--- src/rtl/sdram_wfifo.sv ---
// Write-data FIFO between the RISC-side write path and the SDRAM data interface.
// Head-of-queue data falls through to sd_wfifo_DQ_in; sticky over/underflow flags.
module sdram_wfifo #(
  parameter int DEPTH     = 8,
  parameter int AFULL_LVL = 6
) (
  input  logic                     sdram_clk,
  input  logic                     sdram_rst_n,
  input  logic                     wr_push,
  input  logic [31:0]              wr_data,
  output logic                     wr_full,
  output logic                     wr_afull,
  input  logic                     sd_wfifo_pop,
  output logic                     sd_wfifo_empty,
  output logic [31:0]              sd_wfifo_DQ_in,
  output logic [$clog2(DEPTH):0]   level,
  output logic                     ovf_err,
  output logic                     udf_err,
  input  logic                     err_clr
);

  localparam int PW = $clog2(DEPTH);
  localparam logic [PW:0] LVL_FULL  = (PW+1)'(DEPTH);
  localparam logic [PW:0] LVL_AFULL = (PW+1)'(AFULL_LVL);

  logic [31:0]   mem [DEPTH];
  logic [PW-1:0] wptr_q, wptr_d;
  logic [PW-1:0] rptr_q, rptr_d;
  logic [PW:0]   level_q, level_d;
  logic          ovf_q, ovf_d;
  logic          udf_q, udf_d;
  logic          empty, full;
  logic          push_ok, pop_ok;

  assign empty = (level_q == '0);
  assign full  = (level_q == LVL_FULL);

  // A pop frees the slot the same-edge push needs, so push is allowed when full+pop.
  assign pop_ok  = sd_wfifo_pop && !empty;
  assign push_ok = wr_push && (!full || pop_ok);

  always_comb begin
    wptr_d  = wptr_q;
    rptr_d  = rptr_q;
    level_d = level_q;
    if (push_ok) wptr_d = wptr_q + 1'b1;
    if (pop_ok)  rptr_d = rptr_q + 1'b1;
    if (push_ok && !pop_ok)      level_d = level_q + 1'b1;
    else if (pop_ok && !push_ok) level_d = level_q - 1'b1;
  end

  // Error set takes priority over clear when both land on the same edge.
  always_comb begin
    ovf_d = ovf_q;
    udf_d = udf_q;
    if (err_clr) begin
      ovf_d = 1'b0;
      udf_d = 1'b0;
    end
    if (wr_push && full && !pop_ok) ovf_d = 1'b1;
    if (sd_wfifo_pop && empty)      udf_d = 1'b1;
  end

  always_ff @(posedge sdram_clk or negedge sdram_rst_n) begin
    if (!sdram_rst_n) begin
      wptr_q  <= '0;
      rptr_q  <= '0;
      level_q <= '0;
      ovf_q   <= 1'b0;
      udf_q   <= 1'b0;
    end else begin
      wptr_q  <= wptr_d;
      rptr_q  <= rptr_d;
      level_q <= level_d;
      ovf_q   <= ovf_d;
      udf_q   <= udf_d;
    end
  end

  always_ff @(posedge sdram_clk) begin
    if (push_ok) mem[wptr_q] <= wr_data;
  end

  assign sd_wfifo_empty = empty;
  assign wr_full        = full;
  assign wr_afull       = (level_q >= LVL_AFULL);
  assign level          = level_q;
  assign ovf_err        = ovf_q;
  assign udf_err        = udf_q;
  // Gating by empty keeps stale storage invisible, including straight after reset.
  assign sd_wfifo_DQ_in = empty ? 32'h0 : mem[rptr_q];

endmodule

--- config.mk ---
export PLATFORM = sky130hd
export DESIGN_NAME = sdram_wfifo
export DESIGN_NICKNAME = d
export VERILOG_FILES = /design/src/rtl/sdram_wfifo.sv
export SDC_FILE = /design/constraint.sdc
export NUM_CORES = 1
export LEC_CHECK = 0
export CAP_MARGIN = 10
export CORE_ASPECT_RATIO = 0.7
export CORE_UTILIZATION = 58
export CTS_CLUSTER_SIZE = 10
export DETAILED_ROUTE_END_ITERATION = 10
export PLACE_DENSITY = 0.85
export SETUP_SLACK_MARGIN = 0.5
export SKIP_CTS_REPAIR_TIMING = 1
export SLEW_MARGIN = 25
export SYNTH_ARGS = -nofsm -noshare
export SYNTH_HDL_FRONTEND = slang
export SYNTH_SLANG_ARGS = --single-unit
--- constraint.sdc ---
create_clock -name sdram_clk -period 6.19 [get_ports sdram_clk]
set_input_delay 1.238 -clock sdram_clk [delete_from_list [all_inputs] [get_ports sdram_clk]]
set_output_delay 1.238 -clock sdram_clk [all_outputs]
set_load 0.05 [all_outputs]
### Yosys cells after proc, flatten, opt, wreduce, memory -nomap -nowiden

Memory sizes are Yosys's and may differ from the RTL's.
Index checks and enable logic that the tools add are counted.

* bits in registers: 12
* memory bits (writable): 256
* output and inout bits: 41
* logic and storage cells: 36
* memories: 1

* $add $sub $neg: 4
* magnitude comparators: 1
* eq/ne operators: 1
* mux-type cells: 8
* reduce and logical (&&, ||, !) cells: 16

Memory list
* mem: depth 8, width 32, rd ports 1, clocked after memory_dff 0, write ports 1, RTL line 26 `logic [31:0] mem [DEPTH];`

Operators with widths (count)
* two-way mux 32 bit: 1
* two-way mux 4 bit: 2
* logical AND 1 bit: 7
* adder 3 x 1 -> 3 bit (second input constant): 2
* nonzero test 2 bit: 3
* two-way mux 1 bit: 5
* adder 4 x 1 -> 4 bit (second input constant): 1
* == test 4 bit (second input constant): 1
* greater-or-equal comparator 4 x 3 -> 1 bit (second input constant): 1
* logical NOT 1 bit: 4
* logical NOT 4 bit: 1
* subtractor 4 x 1 -> 4 bit (second input constant): 1
* logical OR 1 bit: 1

### Logic depth before layout (Yosys ltp)

* word-level depth: 9
* depth in mapped cells: 9
* mapped depth without buffers: 9

### Worst setup path after synthesis

OpenSTA, ideal clock, no wires.

* path type: input -> register
* start: input port sd_wfifo_pop
* end: memory mem[0][0], enable pin
* arrival: 4.412 ns
* required time: 5.689 ns
* path slack: 1.277 ns
* cell stages on the path: 2
* cell sequence: o21ai_2 nor4_1

* longest elaborated chain between the ends: 5

Ends and longest elaborated chain
* start, declared: RTL line 13 `input logic sd_wfifo_pop,`
* logical AND 1 bit: RTL line 39 `assign pop_ok = sd_wfifo_pop && !empty;`
* logical OR 1 bit: RTL line 40 `assign push_ok = wr_push && (!full || pop_ok);`
* logical AND 1 bit: RTL line 40
* two-way mux 1 bit: RTL line 81 `if (push_ok) mem[wptr_q] <= wr_data;`
* two-way mux 1 bit (not written as such): RTL line 81
* end, declared: RTL line 26

Every way passes these cells.

### Worst setup path after layout

* start: register rptr_q[0]
* end: output port sd_wfifo_DQ_in[31]

* longest elaborated chain between the ends: 2

Ends and longest elaborated chain
* start, declared: RTL line 28 `logic [PW-1:0] rptr_q, rptr_d;`
* start signal, assigned: RTL line 73 `rptr_q <= rptr_d;`
* memory read (8 x 32 bit)
* two-way mux 32 bit: RTL line 91 `assign sd_wfifo_DQ_in = empty ? 32'h0 : mem[rptr_q];`
* end, declared: RTL line 15 `output logic [31:0] sd_wfifo_DQ_in,`

Every way passes these cells.

==> results.md <==
- Status: finished, final reports clean
- Initial DRT Pass Iterations: 4
- Grt total ovfl: 0
- Placed insts: 743
- Wire length on met1: 8090 µm
- Clock Latency Late Sink: ~540 ps
- Reg-to-Reg End: level[3]$_DFFE_PN0P_
- WL per Instance: 25.6 µm
- FF/Latch Area: 7990 µm²
- Met3 Wirelength: 1490 µm
- Worst setup path endpoint: sd_wfifo_DQ_in[31]
- Crit path DAT: 3470 ps
- Worst r2r path cells: 9
- FMAX: between 0.2 and 0.25 GHz
- Sequential fraction of the synthesis area: 0.778
- Initial antenna violation count: 0
- H-tree levels: 1
- R2R Path Start: level[0]$_DFFE_PN0P_
- Syn Inst Count: 444
- Area Growth Syn to Fin: 18.9%
- Leakage: approximately 4 nW
- Final wirelength: 20200 µm
- Worst Tran Pin Value: 1000 ps
- Cell Area, Placed: 11400 µm²
- RSZ-0062 raised after global routing: false
- Critical Path Sink Type: output port
- WL met2: 10200 µm
- Max clock buf depth: 3
- Post-synthesis cell type count: 32
- CTS root buf: clkbuf_16
- Final min period: 4710 ps
- Number of vias in the routed layout: 4928
- Clock skew: between 10 and 15 ps
- Type of the worst setup path: flip-flop to output port
- Num ports: 78
- CTS sink count: 268
- Top Metal Used: met4
- Finished Cell Area: 12200 µm²
- DRT antenna net count: 0
- Core Rows: 40
- Max cap viols: 0
- Global-route wire length before repair: 30800 µm
- Buffers on Ports: slightly below 80
- HPWL Detailed: 10700 µm
- Syn Nets: 487
- Slew Limit Fails: 0
- Post-Syn Area: 10300 µm²
- Die area: approximately 18000 µm²
- Vias/cell: 6.27
- Die Wd: 161 µm
- CTS tree: yes
- Core area: between 15000 and 20000 µm²
- Yosys warns: 0
- Largest net degree at the start of global routing: 43
- CP max FO: 40
- Final net count: 587
- Max transition margin: 0.328
- Post-synth top flop: edfxtp_1
- Starting Density: 0.596
- Worst Setup SP: rptr_q[0]$_DFFE_PN0N_
- Max IR drop VDD: 0.502 mV
- Final std cells w/o fill: 786
- P per Cell Area: 546 nW/µm²
- DRC Markers: 0
- Clk slew on worst S/H paths: 60 ps
- Post-synth ARST share: 0.0448
- Number of hold violations in the final report: 0
- Required time of the critical path: 4950 ps
- Placer Congestion: around 0.70
- Period utilization: 0.760
- Antenna Cells: 0
- Post-synth EDFFs: 256
- Number of fill cells in the layout: 1021
- Synth Register Bits: 268
- Final setup viols: 0
- Setup crit start kind: flip-flop
- TritonCTS Buffers: 30
- Layout cells sized above 1: 0.227
- Total Routing Usage GR: 0.232
- TNS Setup: 0 ps
- Area of the multi-input gates: 2200 µm²
- Mean Syn Cell Area: 23.1 µm²
- Hold crit path type: flip-flop to flip-flop
- Reg2Reg Setup Slack: 2810 ps
- Vias in the first global route: between 5000 and 6000
- Iter 0 DRT Violations: about 450
- Die Ht: 113 µm
critical path, cell delays in order, from the launching register on:
cell             delay (ps)
dfrtp_4                 970
buf_4                   420
mux4_2                  540
a22o_1                  250
clkdlybuf4s50_1         730
area by class of cell:
class | instances | share of cell area
flip-flops and latches | 268 | 0.655
multi-input cells | 149 | 0.181
repair buffers | 90 | 0.0728
clock buffers | 41 | 0.0649
well taps | 231 | 0.0237
clock inverters | 2 | 0.00164
inverters | 5 | 0.00154
power by group:
group / switching [W] / internal (W)
combinational: 0.00156 / 0.00106
clock: 0.000637 / 0.000875
sequential: 0.000227 / 0.00229
total: 0.00243 / 0.00423
per-stage QoR:
step,power [W],hold slack [ps],util,setup slack [ps]
2_1_floorplan,0.00438,467,-,1280
3_3_place_gp,0.00511,478,0.659,1980
3_5_place_dp,0.00518,494,0.662,1970
4_1_cts,0.00671,508,0.709,1400
5_1_grt,0.00691,523,0.709,1270
6_report,0.00666,510,0.709,1480
cell usage in the layout (no fill, tap or decap), drive strengths merged, types with 2 or more instances in the layout:
cell type      count
o21ai              2
clkbuf            41
nor3               5
mux4              64
or4                2
edfxtp           256
clkdlybuf4s50     77
ha                 5
inv                5
a22o              33
buf               13
a21oi              2
clkinv             2
mux2               3
nand2              4
xnor2              6
nor2               4
nand3              3
o211ai             4
nand2b             2
dfrtp             12
sequential cells by signal, indices dropped and copies added, names as in the netlist:
name	count
udf_err	1
level	4
wptr_q	3
rptr_q	3
mem	256
ovf_err	1
worst min path at each step:
stage | to | slack [ps] | start | depth (start not counted)
3_3_place_gp | ovf_err$_DFFE_PN0P_ | 480 | ovf_err$_DFFE_PN0P_ | 1
6_report | udf_err$_DFFE_PN0P_ | 510 | udf_err$_DFFE_PN0P_ | 1
5_1_grt | udf_err$_DFFE_PN0P_ | 520 | udf_err$_DFFE_PN0P_ | 1
3_5_place_dp | ovf_err$_DFFE_PN0P_ | 490 | ovf_err$_DFFE_PN0P_ | 1
2_1_floorplan | rptr_q[2]$_DFFE_PN0N_ | 470 | rptr_q[2]$_DFFE_PN0N_ | 1
4_1_cts | ovf_err$_DFFE_PN0P_ | 510 | ovf_err$_DFFE_PN0P_ | 1
cells in the mapped netlist, types with 2 or more instances:
cell	number	share of area
edfxtp_1	256	0.75
mux4_2	64	0.14
a22o_1	33	0.028
dfrtp_1	12	0.029
clkbuf_1	10	0.0037
buf_2	8	0.0039
xnor2_1	6	0.0051
ha_1	5	0.0061
inv_1	5	0.0018
nor3_1	5	0.0024
buf_6	4	0.0044
nand2_1	4	0.0015
nor2_1	4	0.0015
o211ai_1	4	0.0029
mux2_2	3	0.0033
nand3_1	3	0.0015
a21oi_1	2	0.00098
nand2b_1	2	0.0012
cells by family after synthesis:
group / count (synthesis) / synth area share
buf+inv: 27 / 0.0138
fa+ha+maj: 6 / 0.00804
simple gates: 25 / 0.0140
mux: 68 / 0.145
xor+xnor: 6 / 0.00512
flops: 268 / 0.778
compound gates: 44 / 0.0362
per-layer routing:
metal	track usage	up-vias
met1	0.310	2591
met4	0.0610	0
met2	0.389	209
li1	-	2093
met5	0	-
met3	0.0561	35
Power figures use the tool's default switching activity.
